### config.mk
export PLATFORM = sky130hd
export DESIGN_NAME = seg_display_scheduler
export DESIGN_NICKNAME = d
export VERILOG_FILES = /design/src/rtl/seg_display_scheduler.sv
export SDC_FILE = /design/constraint.sdc
export NUM_CORES = 1
export LEC_CHECK = 0
export BUFFER_PORTS_ARGS = -buffer_cell sky130_fd_sc_hd__buf_2
export CORE_UTILIZATION = 48
export CTS_CLUSTER_DIAMETER = 40
export DETAILED_ROUTE_END_ITERATION = 16
export HOLD_SLACK_MARGIN = 0.15
export PLACE_DENSITY = 0.73
export SYNTH_ARGS = -nofsm -noshare
export SYNTH_HDL_FRONTEND = slang
export SYNTH_SLANG_ARGS = --single-unit
### constraint.sdc
create_clock -name clk -period 1.7 [get_ports clk]
set_input_delay 0.34 -clock clk [delete_from_list [all_inputs] [get_ports clk]]
set_output_delay 0.34 -clock clk [all_outputs]
set_load 0.05 [all_outputs]
### src/rtl/seg_display_scheduler.sv
// Arbitrates one 4-digit hex display among NUM_REQ requesters: round-robin with a
// minimum hold time, optional preemption by requester 0, fully registered outputs.
module seg_display_scheduler #(
    parameter int unsigned    NUM_REQ     = 3,
    parameter int unsigned    HOLD_CYCLES = 50_000_000,
    parameter int unsigned    CNT_W       = 26,
    parameter int unsigned    PREEMPT     = 1,
    parameter logic [15:0]    IDLE_VALUE  = 16'h0000
) (
    input  logic                    clk,
    input  logic                    reset,
    input  logic [NUM_REQ-1:0]      req,
    input  logic [16*NUM_REQ-1:0]   data,
    output logic [NUM_REQ-1:0]      grant,
    output logic [1:0]              owner,
    output logic                    busy,
    output logic                    switch_evt,
    output logic [15:0]             digits
);

    typedef enum logic {IDLE, OWN} state_t;

    localparam logic [CNT_W-1:0] HOLD_MAX = CNT_W'(HOLD_CYCLES - 1);

    state_t               r_state;
    logic [NUM_REQ-1:0]   r_grant;
    logic [1:0]           r_owner;
    logic                 r_busy;
    logic                 r_switch;
    logic [15:0]          r_digits;
    logic [CNT_W-1:0]     r_cnt;
    logic [1:0]           r_rr_ptr;

    state_t               w_state_nxt;
    logic                 w_take;
    logic [1:0]           w_new_owner;
    logic [NUM_REQ-1:0]   w_grant_nxt;
    logic [1:0]           w_owner_nxt;
    logic                 w_busy_nxt;
    logic                 w_switch_nxt;
    logic [15:0]          w_digits_nxt;
    logic [CNT_W-1:0]     w_cnt_nxt;
    logic [1:0]           w_rr_nxt;

    logic [3:0]           w_req4;
    logic [2:0]           w_inc3;
    logic [1:0]           w_owner_inc;
    logic [1:0]           w_start;
    logic                 w_found;
    logic [1:0]           w_win;
    logic                 w_hold_done;

    function automatic logic [15:0] sel_word(input logic [1:0] ix,
                                             input logic [16*NUM_REQ-1:0] d);
        logic [15:0] w;
        w = '0;
        for (int unsigned i = 0; i < NUM_REQ; i++) begin
            if (ix == 2'(i)) w = d[16*i +: 16];
        end
        return w;
    endfunction

    assign w_req4      = 4'(req);
    assign w_hold_done = (r_cnt == HOLD_MAX);

    always_comb begin
        w_inc3      = {1'b0, r_owner} + 3'd1;
        w_owner_inc = (w_inc3 >= 3'(NUM_REQ)) ? 2'd0 : w_inc3[1:0];
    end

    // Round-robin scan; in OWN the current owner is skipped so only competitors win.
    always_comb begin
        logic [2:0] v_idx;
        v_idx   = '0;
        w_found = 1'b0;
        w_win   = '0;
        w_start = (r_state == OWN) ? w_owner_inc : r_rr_ptr;
        for (int unsigned k = 0; k < NUM_REQ; k++) begin
            v_idx = {1'b0, w_start} + 3'(k);
            if (v_idx >= 3'(NUM_REQ)) v_idx = v_idx - 3'(NUM_REQ);
            if (!w_found && w_req4[v_idx[1:0]] &&
                !(r_state == OWN && v_idx[1:0] == r_owner)) begin
                w_found = 1'b1;
                w_win   = v_idx[1:0];
            end
        end
    end

    always_ff @(posedge clk or posedge reset) begin
        if (reset) begin
            r_state  <= IDLE;
            r_grant  <= '0;
            r_owner  <= '0;
            r_busy   <= 1'b0;
            r_switch <= 1'b0;
            r_digits <= IDLE_VALUE;
            r_cnt    <= '0;
            r_rr_ptr <= '0;
        end else begin
            r_state  <= w_state_nxt;
            r_grant  <= w_grant_nxt;
            r_owner  <= w_owner_nxt;
            r_busy   <= w_busy_nxt;
            r_switch <= w_switch_nxt;
            r_digits <= w_digits_nxt;
            r_cnt    <= w_cnt_nxt;
            r_rr_ptr <= w_rr_nxt;
        end
    end

    // Transition priority in OWN: release, then preemption by 0, then hold expiry.
    always_comb begin
        w_state_nxt = r_state;
        w_take      = 1'b0;
        w_new_owner = w_win;
        case (r_state)
            IDLE: begin
                if (w_found) begin
                    w_take      = 1'b1;
                    w_state_nxt = OWN;
                end
            end
            OWN: begin
                if (!w_req4[r_owner]) begin
                    if (w_found) w_take = 1'b1;
                    else         w_state_nxt = IDLE;
                end else if (PREEMPT != 0 && req[0] && r_owner != 2'd0) begin
                    w_take      = 1'b1;
                    w_new_owner = 2'd0;
                end else if (w_hold_done && w_found) begin
                    w_take = 1'b1;
                end
            end
            default: w_state_nxt = IDLE;
        endcase
    end

    always_comb begin
        w_owner_nxt  = r_owner;
        w_busy_nxt   = r_busy;
        w_switch_nxt = 1'b0;
        w_digits_nxt = r_digits;
        w_cnt_nxt    = r_cnt;
        w_rr_nxt     = r_rr_ptr;
        if (w_take) begin
            w_owner_nxt  = w_new_owner;
            w_busy_nxt   = 1'b1;
            w_switch_nxt = 1'b1;
            w_digits_nxt = sel_word(w_new_owner, data);
            w_cnt_nxt    = '0;
        end else if (w_state_nxt == IDLE) begin
            w_owner_nxt  = '0;
            w_busy_nxt   = 1'b0;
            w_switch_nxt = (r_state == OWN);
            w_digits_nxt = IDLE_VALUE;
            w_cnt_nxt    = '0;
            if (r_state == OWN) w_rr_nxt = w_owner_inc;
        end else begin
            w_digits_nxt = sel_word(r_owner, data);
            if (!w_hold_done) w_cnt_nxt = r_cnt + 1'b1;
        end
        w_grant_nxt = w_busy_nxt ? (NUM_REQ'(1) << w_owner_nxt) : '0;
    end

    assign grant      = r_grant;
    assign owner      = r_owner;
    assign busy       = r_busy;
    assign switch_evt = r_switch;
    assign digits     = r_digits;

endmodule

==> flow_metrics.env, run 1 <==
export IMPL_status="finished, violations left"
export IMPL_violations="negative setup slack"
export IMPL_firstDrtPassIters=5
export IMPL_syn2layout_area_growth_pct=47.0
export IMPL_power_density_mw_per_mm2=1470
export IMPL_cp_max_fo=8
export IMPL_grt_max_degree=22
export IMPL_ys_async_sr_fraction=1.00
export IMPL_rows=28
export IMPL_clockRootBuffer="clkbuf_8"
export IMPL_hold_viol_final=0
export IMPL_clk_pin_slew_ns=0.11
export IMPL_netlist_area_sq_mm=0.00305
export IMPL_core_area_sq_mm=0.00603
export IMPL_synth_distinct_cells=53
export IMPL_p_leak_uw=0.00205
export IMPL_relSlewSlack=0.683
export IMPL_dpl_hpwl_mm=6.01
export IMPL_utilization=0.744
export IMPL_drtAntennaViolNets=0
export IMPL_syn_num_nets=387
export IMPL_cts_buffers=5
export IMPL_synth_edff_count=0
export IMPL_drt_initial_drc_count=201
export IMPL_drive_above_1_share=0.450
export IMPL_gr_total_overflow=0
export IMPL_die_y_um=81.7
export IMPL_first_global_vias=3155
export IMPL_grt_pass1_wl_mm=14.3
export IMPL_dieArea_sq_mm=0.00668
export IMPL_cpPeakStageDelay_ns=0.48
export IMPL_synth_area_per_cell_sq_um=9.16
export IMPL_n_antenna_cell=0
export IMPL_final_cells=548
export IMPL_finalCriticalPeriod_ns=1.90
export IMPL_clk_latency_ns=0.32
export IMPL_crit_path_end_kind="flop"
export IMPL_via_count=3183
export IMPL_path_cells="buf_4 > a2111oi_2 > a41o_2 > clkbuf_4 > a22oi_1 > o221ai_1"
export IMPL_portBuffers=75
export IMPL_synthesis_instances=333
export IMPL_antenna_found_initial=0
export IMPL_viasPerCell=5.81
export IMPL_maxSlewViolCount=0
export IMPL_worst_pin_slew_ns=0.475
export IMPL_worstSetupStartpointType="flop"
export IMPL_fin_skew_ns=0.0135
export IMPL_max_cap_violations=0
export IMPL_fill_cells=415
export IMPL_timing_setup_tns_ns=-7.06
export IMPL_dp_cells=528
export IMPL_cp_slowest_cell="dfrtp_2"
export IMPL_fin_nets=526
export IMPL_synth_warnings=0
export IMPL_gp_congestion=0.846
export IMPL_hold_worst_slack_ns=0.240
export IMPL_ys_ff_latch=52
export IMPL_crit_type="flop to flop"
export IMPL_synth_flop_cell="dfrtp_1"
export IMPL_setup_slack_ns=-0.202
export IMPL_ir_drop_mv=1.31
export IMPL_ctsHtreeMaxLevel=2
export IMPL_cts_tree="yes"
export IMPL_cts_sinks=52
export IMPL_hold_path_class="primary input to flop"
export IMPL_grt_total_usage=0.282
export IMPL_setup_viol=46
export IMPL_pin_count=76
export IMPL_rsz0062_at_grt="true"
export IMPL_die_w_um=81.7
export IMPL_fmax_mhz=526
export IMPL_crit_required_ns=1.92
export IMPL_totalWireLength_mm=9.24
export IMPL_clk_path_buf_depth=2
export IMPL_ys_seq_area_frac=0.427
export IMPL_fin_crit_sh=1.12
export IMPL_drc=0
export IMPL_routedWlPerCell_um=16.9
export IMPL_initial_core_util=0.506
export IMPL_arrival_ns=2.12
cell families (layout without fill, tap and decap cells):
group / Yosys count / count (layout) / share of synthesized area
AOI/OAI and AO/OA: 73 / 74 / 0.180
xor gates and xnor gates: 23 / 23 / 0.0660
adders and majority gates: 1 / 1 / 0.00410
buffers and inverters: 28 / 167 / 0.0459
DFF: 52 / 52 / 0.427
muxes: 18 / 18 / 0.0595
and+or+nand+nor: 138 / 138 / 0.217
final timing paths:
| kind | from | endpoint | slack [ns] | cells past startpoint |
|---|---|---|---|---|
| max | owner[1] | digits[0] | -0.20 | 6 |
| min | data[11] | digits[11] | 0.24 | 3 |
| max reg2reg | owner[1] | digits[0] | -0.20 | 6 |
| min reg2reg | r_rr_ptr[1] | r_rr_ptr[1] | 0.57 | 2 |
| max in group asynchronous | reset | digits[15] | 0.58 | 4 |
| min in group asynchronous | reset | digits[13] | 0.57 | 3 |
routing by layer:
| layer | routed length, um | track usage |
|---|---|---|
| met5 | 0 | 0 |
| met4 | 166 | 0.102 |
| met3 | 593 | 0.0511 |
| met2 | 4810 | 0.502 |
| met1 | 3670 | 0.337 |
cell usage in the layout, fill, tap and decap left out, types with 5 or more instances in the layout:
cell / instances
a21oi_1: 17
a22oi_1: 16
and3_1: 8
buf_2: 74
buf_4: 65
clkbuf_8: 5
dfrtp_1: 50
inv_1: 6
mux2i_1: 17
nand2_1: 30
nand3_1: 10
nand4_1: 5
nor2_1: 40
nor2_4: 10
o221ai_1: 13
xnor2_1: 8
xor2_1: 12
cell usage after synthesis, types with 2 or more instances:
| cell type | n | area, sq um |
|---|---|---|
| a21oi_1 | 20 | 100 |
| a22oi_1 | 18 | 135 |
| and2_1 | 2 | 12.5 |
| and3_1 | 10 | 62.6 |
| and4_1 | 3 | 26.3 |
| buf_2 | 13 | 65.1 |
| buf_4 | 3 | 22.5 |
| clkbuf_1 | 2 | 7.51 |
| dfrtp_1 | 52 | 1300 |
| inv_1 | 8 | 30.0 |
| mux2i_1 | 17 | 170 |
| nand2_1 | 31 | 116 |
| nand2b_1 | 2 | 12.5 |
| nand3_1 | 12 | 60.1 |
| nand4_1 | 5 | 31.3 |
| nor2_1 | 51 | 191 |
| nor2b_1 | 5 | 31.3 |
| nor3_1 | 5 | 25.0 |
| nor4_1 | 2 | 12.5 |
| o21ai_0 | 2 | 10.0 |
| o221ai_1 | 16 | 140 |
| or2_2 | 2 | 12.5 |
| xnor2_1 | 11 | 96.3 |
| xor2_1 | 12 | 105 |
registers in the layout, indices dropped and copies added, names as in the netlist:
signal / count
r_state: 1
busy: 1
digits: 16
switch_evt: 1
r_rr_ptr: 2
r_cnt: 26
owner: 2
grant: 3
layout make-up:
cell class,instances,area (sq um),share of cell area
flip-flops and latches,52,1300,0.291
well taps,75,93.8,0.0209
clock buffers,5,68.8,0.0153
multi-input cells,254,1900,0.425
clock inverters,3,27.5,0.00614
inverters,8,30.0,0.00670
repair buffers,151,1060,0.235
critical path: cells and delay by family (launching register included):
kind / cells / cell delay [ns]
DFF: 1 / 0.48
buffers and inverters: 2 / 0.41
AOI/OAI and AO/OA: 4 / 0.91
through the flow:
| step | instance area, sq um | setup slack [ns] | total power, uW |
|---|---|---|---|
| 6_report | 4480 | -0.202 | 6590 |
| 3_3_place_gp | 3960 | -0.277 | 5170 |
| 5_1_grt | 4480 | -0.278 | 6930 |
| 4_1_cts | 4270 | -0.189 | 6360 |
| 2_1_floorplan | 3110 | -0.336 | 4270 |
| 3_5_place_dp | 3960 | -0.300 | 5250 |
report_power, final:
part	internal, uW	total [uW]	switching [uW]
clock	303	761	458
combinational	1570	4110	2550
sequential	1550	1720	167
total	3420	6590	3170
what timing repair did:
item                                    CTS  global route
endpoints found under the setup margin   48            50
hold buffers                              1             0
setup buffers                             4             4
gates cloned                              2             2
endpoints found under the hold margin    18             0
resized for setup                        30            37
pin swaps                                18            10
Note: power is estimated with default switching activity, not from simulation.
==> run 2, diff against run 1 <==
--- a/config.mk
+++ b/config.mk
@@ -10,7 +10,8 @@
 export CTS_CLUSTER_DIAMETER = 40
 export DETAILED_ROUTE_END_ITERATION = 16
 export HOLD_SLACK_MARGIN = 0.15
-export PLACE_DENSITY = 0.73
+export MAX_ROUTING_LAYER = met4
+export PLACE_DENSITY = 0.79
 export SYNTH_ARGS = -nofsm -noshare
 export SYNTH_HDL_FRONTEND = slang
 export SYNTH_SLANG_ARGS = --single-unit
==> constraint.sdc (replaced) <==
create_clock -name clk -period 1.65 [get_ports clk]
set_input_delay 0.33 -clock clk [delete_from_list [all_inputs] [get_ports clk]]
set_output_delay 0.33 -clock clk [all_outputs]
set_load 0.05 [all_outputs]
==> flow_metrics.env, run 2 (synthesis results as in run 1) <==
export IMPL_pin_count=76
export IMPL_syn2layout_area_growth_pct=45.8
export IMPL_finalCriticalPeriod_ns=1.92
export IMPL_die_y_um=81.7
export IMPL_final_cells=548
export IMPL_cp_max_fo=16
export IMPL_dp_cells=533
export IMPL_hold_worst_slack_ns=0.242
export IMPL_crit_required_ns=1.87
export IMPL_initial_core_util=0.506
export IMPL_gp_congestion=0.895
export IMPL_fin_crit_sh=1.17
export IMPL_r2r_slack_ns=-0.27
export IMPL_hold_viol_final=0
export IMPL_portBuffers=75
export IMPL_largest_register_ffs=26
export IMPL_final_common_cell="buf_2"
export IMPL_viasPerCell=5.76
export IMPL_worstSetupStartpointType="flop"
export IMPL_grt_total_usage=0.279
export IMPL_firstDrtPassIters=4
export IMPL_clk_latency_ns=0.31
export IMPL_largest_register="r_cnt"
export IMPL_crit_type="flop to flop"
export IMPL_clk_path_buf_depth=2
export IMPL_core_area_sq_mm=0.00603
export IMPL_clk_pin_slew_ns=0.10
export IMPL_drive_above_1_share=0.446
export IMPL_p_leak_uw=0.00207
export IMPL_fmax_mhz=520
export IMPL_crit_path_end_kind="flop"
export IMPL_arrival_ns=2.14
export IMPL_drtAntennaViolNets=0
export IMPL_gr_total_overflow=0
export IMPL_first_global_vias=3129
export IMPL_fin_nets=526
export IMPL_via_count=3157
export IMPL_grt_pass1_wl_mm=13.8
export IMPL_setup_slack_ns=-0.272
export IMPL_totalWireLength_mm=9.00
export IMPL_violations="negative setup slack"
export IMPL_dpl_hpwl_mm=5.96
export IMPL_cts_buffers=5
export IMPL_fin_skew_ns=0.00730
export IMPL_cts_sinks=52
export IMPL_clockRootBuffer="clkbuf_8"
export IMPL_rsz0062_at_grt="true"
export IMPL_hold_path_class="primary input to flop"
export IMPL_n_antenna_cell=0
export IMPL_cts_tree="yes"
export IMPL_drt_initial_drc_count=160
export IMPL_drc=0
export IMPL_power_density_mw_per_mm2=1470
export IMPL_ctsHtreeMaxLevel=2
export IMPL_setup_viol=48
export IMPL_ir_drop_mv=1.14
export IMPL_dieArea_sq_mm=0.00668
export IMPL_grt_max_degree=36
export IMPL_antenna_found_initial=0
export IMPL_rows=28
export IMPL_layout_common_cells="buf_2, buf_4, dfrtp_1, nor2_1, nand2_1"
export IMPL_worst_pin_slew_ns=0.419
export IMPL_die_w_um=81.7
export IMPL_relSlewSlack=0.721
export IMPL_routedWlPerCell_um=16.4
export IMPL_maxSlewViolCount=0
export IMPL_max_cap_violations=0
export IMPL_status="finished, violations left"
-- run 2: cell types whose count changed in the layout (fill, tap and decap cells not counted), sizes merged --
cell / change
buf: +1
clkinvlp: -1
-- run 2: area by class of cell --
cell class	instances	area, sq um
multi-input cells	254	1870
fillers	417	1580
flip-flops and latches	52	1310
repair buffers	151	1050
well taps	75	93.8
clock buffers	6	82.6
inverters	8	30.0
clock inverters	2	13.8
-- run 2: timing repair --
item | CTS | global route
endpoints found under the setup margin | 49 | 50
gates resized for setup | 25 | 32
pin swaps | 8 | 11
hold endpoints to repair | 17 | 0
hold buffers | 1 | 0
setup buffers | 3 | 2
cloned | 0 | 1
-- run 2: worst max-delay path, stage by stage (launching register included) --
cell and delay [ns]:
dfrtp_2 0.48, buf_4 0.17, o22a_1 0.21, o22ai_2 0.24
and3_4 0.25, buf_12 0.15, a22oi_1 0.10, o221ai_1 0.22
-- run 2: power by group --
| part | switching (uW) | internal, uW | total [uW] | leakage [uW] |
|---|---|---|---|---|
| combinational | 2500 | 1480 | 3980 | 0.00134 |
| clock | 451 | 344 | 796 | 0.0000516 |
| sequential | 169 | 1600 | 1770 | 0.000674 |
| total | 3120 | 3420 | 6540 | 0.00207 |
-- run 2: per-layer routing --
metal  GRT usage  vias up  wire length, um
met1       0.302     1529             3550
met4      0.0947        0              199
met5           -        -                0
met2       0.499      124             4780
met3      0.0622       22              472
li1            -     1482                -
-- run 2: final timing paths --
check                              endpoint        start  cells past startpoint
worst max-delay path             digits[10]     owner[1]                      7
worst min-delay path             digits[15]     data[15]                      3
worst max register to register   digits[10]     owner[1]                      7
worst min register to register  r_rr_ptr[1]  r_rr_ptr[1]                      2
max in group asynchronous         r_cnt[11]        reset                      4
min in group asynchronous        digits[12]        reset                      3
-- run 2: stage by stage --
step / area (sq um) / total power [uW] / setup TNS, ns / util / setup WS, ns
final: 4450 / 6540 / -7.67 / 0.738 / -0.272
after global routing: 4450 / 6880 / -12.25 / 0.738 / -0.352
after CTS: 4270 / 6350 / -6.60 / 0.709 / -0.196
after detailed placement: 4030 / 5430 / -12.62 / 0.669 / -0.340
after global placement: 4030 / 5360 / -10.02 / 0.669 / -0.274
after floorplan: 3110 / 4400 / -12.76 / - / -0.386
==> run 3, diff against run 2 <==
--- a/config.mk
+++ b/config.mk
@@ -6,12 +6,14 @@
 export NUM_CORES = 1
 export LEC_CHECK = 0
 export BUFFER_PORTS_ARGS = -buffer_cell sky130_fd_sc_hd__buf_2
-export CORE_UTILIZATION = 48
+export CAP_MARGIN = 20
+export CORE_MARGIN = 4
+export CORE_UTILIZATION = 58
 export CTS_CLUSTER_DIAMETER = 40
 export DETAILED_ROUTE_END_ITERATION = 16
 export HOLD_SLACK_MARGIN = 0.15
 export MAX_ROUTING_LAYER = met4
-export PLACE_DENSITY = 0.79
+export PLACE_DENSITY = 0.89
 export SYNTH_ARGS = -nofsm -noshare
 export SYNTH_HDL_FRONTEND = slang
 export SYNTH_SLANG_ARGS = --single-unit
==> constraint.sdc (replaced) <==
create_clock -name clk -period 2.5 [get_ports clk]
set_input_delay 0.5 -clock clk [delete_from_list [all_inputs] [get_ports clk]]
set_output_delay 0.5 -clock clk [all_outputs]
set_load 0.05 [all_outputs]
==> flow_metrics.env, run 3 (synthesis results as in run 1) <==
export IMPL_crit_required_ns=2.67
export IMPL_worst_pin_slew_ns=0.517
export IMPL_hold_viol_final=0
export IMPL_layout_common_cells="buf_2, dfrtp_1, nor2_1, nand2_1, a21oi_1"
export IMPL_finalCriticalPeriod_ns=2.24
export IMPL_maxSlewViolCount=0
export IMPL_gp_congestion=0.841
export IMPL_grt_total_usage=0.258
export IMPL_n_antenna_cell=0
export IMPL_syn2layout_area_growth_pct=18.7
export IMPL_power_uw=3900
export IMPL_antenna_found_initial=0
export IMPL_place_ws_ns=0.289
export IMPL_initial_core_util=0.597
export IMPL_clk_path_buf_depth=2
export IMPL_hold_buffers=0
export IMPL_core_area_sq_mm=0.00511
export IMPL_first_global_vias=2863
export IMPL_r2r_slack_ns=0.26
export IMPL_cts_setup_buffers=0
export IMPL_drc=0
export IMPL_clk_latency_ns=0.31
export IMPL_firstDrtPassIters=5
export IMPL_post_cts_resized=0
export IMPL_arrival_ns=2.41
export IMPL_die_y_um=80.5
export IMPL_fin_nets=460
export IMPL_hold_path_class="primary input to asynchronous set/reset pin"
export IMPL_fin_crit_sh=0.896
export IMPL_setup_slack_ns=0.260
export IMPL_ir_drop_mv=0.855
export IMPL_cts_buffers=5
export IMPL_p_leak_uw=0.00168
export IMPL_die_w_um=80.5
export IMPL_final_cells=477
export IMPL_drive_above_1_share=0.256
export IMPL_via_count=2898
export IMPL_rsz0062_at_grt="false"
export IMPL_pin_count=76
export IMPL_largest_register="r_cnt"
export IMPL_status="complete, no violations"
export IMPL_gr_total_overflow=0
export IMPL_viasPerCell=6.08
export IMPL_worstSetupStartpointType="flop"
export IMPL_grt_max_degree=31
export IMPL_max_cap_violations=0
export IMPL_relSlewSlack=0.655
export IMPL_utilization=0.709
export IMPL_largest_register_ffs=26
export IMPL_cts_sinks=52
export IMPL_crit_type="flop to flop"
export IMPL_final_common_cell="buf_2"
export IMPL_dp_cells=469
export IMPL_dpl_hpwl_mm=5.55
export IMPL_timing_setup_tns_ns=0
export IMPL_drt_initial_drc_count=273
export IMPL_routedWlPerCell_um=15.7
export IMPL_crit_path_end_kind="flop"
export IMPL_rows=26
export IMPL_portBuffers=75
export IMPL_drtAntennaViolNets=0
export IMPL_cts_tree="yes"
export IMPL_clk_pin_slew_ns=0.10
export IMPL_power_density_mw_per_mm2=1080
export IMPL_fin_skew_ns=0.0111
export IMPL_fmax_mhz=446
export IMPL_grt_pass1_wl_mm=12.8
export IMPL_dieArea_sq_mm=0.00648
export IMPL_ctsHtreeMaxLevel=2
export IMPL_totalWireLength_mm=7.49
export IMPL_clockRootBuffer="clkbuf_8"
export IMPL_cp_max_fo=24
export IMPL_setup_viol=0
==> run 3: cell types whose count changed in the layout (fill, tap and decap cells not counted), moves of 4 or more <==
cell	change
nor2_4	-5
dfrtp_1	+4
dfrtp_2	-4
o221ai_2	-7
o221ai_1	+7
buf_4	-54
nor2_1	+5
buf_6	-7
buf_12	-4
==> run 3: cell type report <==
type | instances | area (sq um)
inverter | 8 | 30.0
clock buffer | 5 | 68.8
sequential | 52 | 1300
timing repair buffer | 86 | 483
clock inverter | 3 | 42.5
multi-input combinational | 253 | 1610
tap | 70 | 87.6
fill | 394 | 1490
==> run 3: critical path, stage by stage (launching register included) <==
cell	delay, ns
dfrtp_1	0.52
nor2b_1	0.22
o2bb2ai_1	0.16
a221oi_1	0.37
nand4_1	0.20
nand2_1	0.13
buf_4	0.29
o221ai_1	0.20
==> run 3: report_power, final <==
| part | total [uW] | internal, uW | switching (uW) |
|---|---|---|---|
| Combinational | 2150 | 671 | 1480 |
| Sequential | 1180 | 1050 | 127 |
| Clock | 577 | 296 | 280 |
| Total | 3900 | 2020 | 1880 |
==> run 3: final timing paths <==
path,from,end,cells past startpoint
setup / recovery,owner[1],digits[11],7
hold / removal,reset,r_cnt[18],2
setup reg to reg,owner[1],digits[11],7
hold reg to reg,r_rr_ptr[1],r_rr_ptr[1],2
max in group asynchronous,reset,r_rr_ptr[1],3
min in group clk,data[7],digits[7],3
==> run 3: through the flow <==
step | instance area (sq um) | hold WS (ns)
floorplan | 3050 | 0.479
global placement | 3510 | 0.508
detailed placement | 3510 | 0.524
CTS | 3620 | 0.223
global route | 3620 | 0.239
finish | 3620 | 0.215
==> run 3: layer usage <==
metal	track usage	up-vias	routed length [um]
met2	0.421	172	3690
met3	0.0448	10	633
met4	0.0878	0	84
met1	0.325	1376	3080
met5	-	-	0
li1	-	1340	-
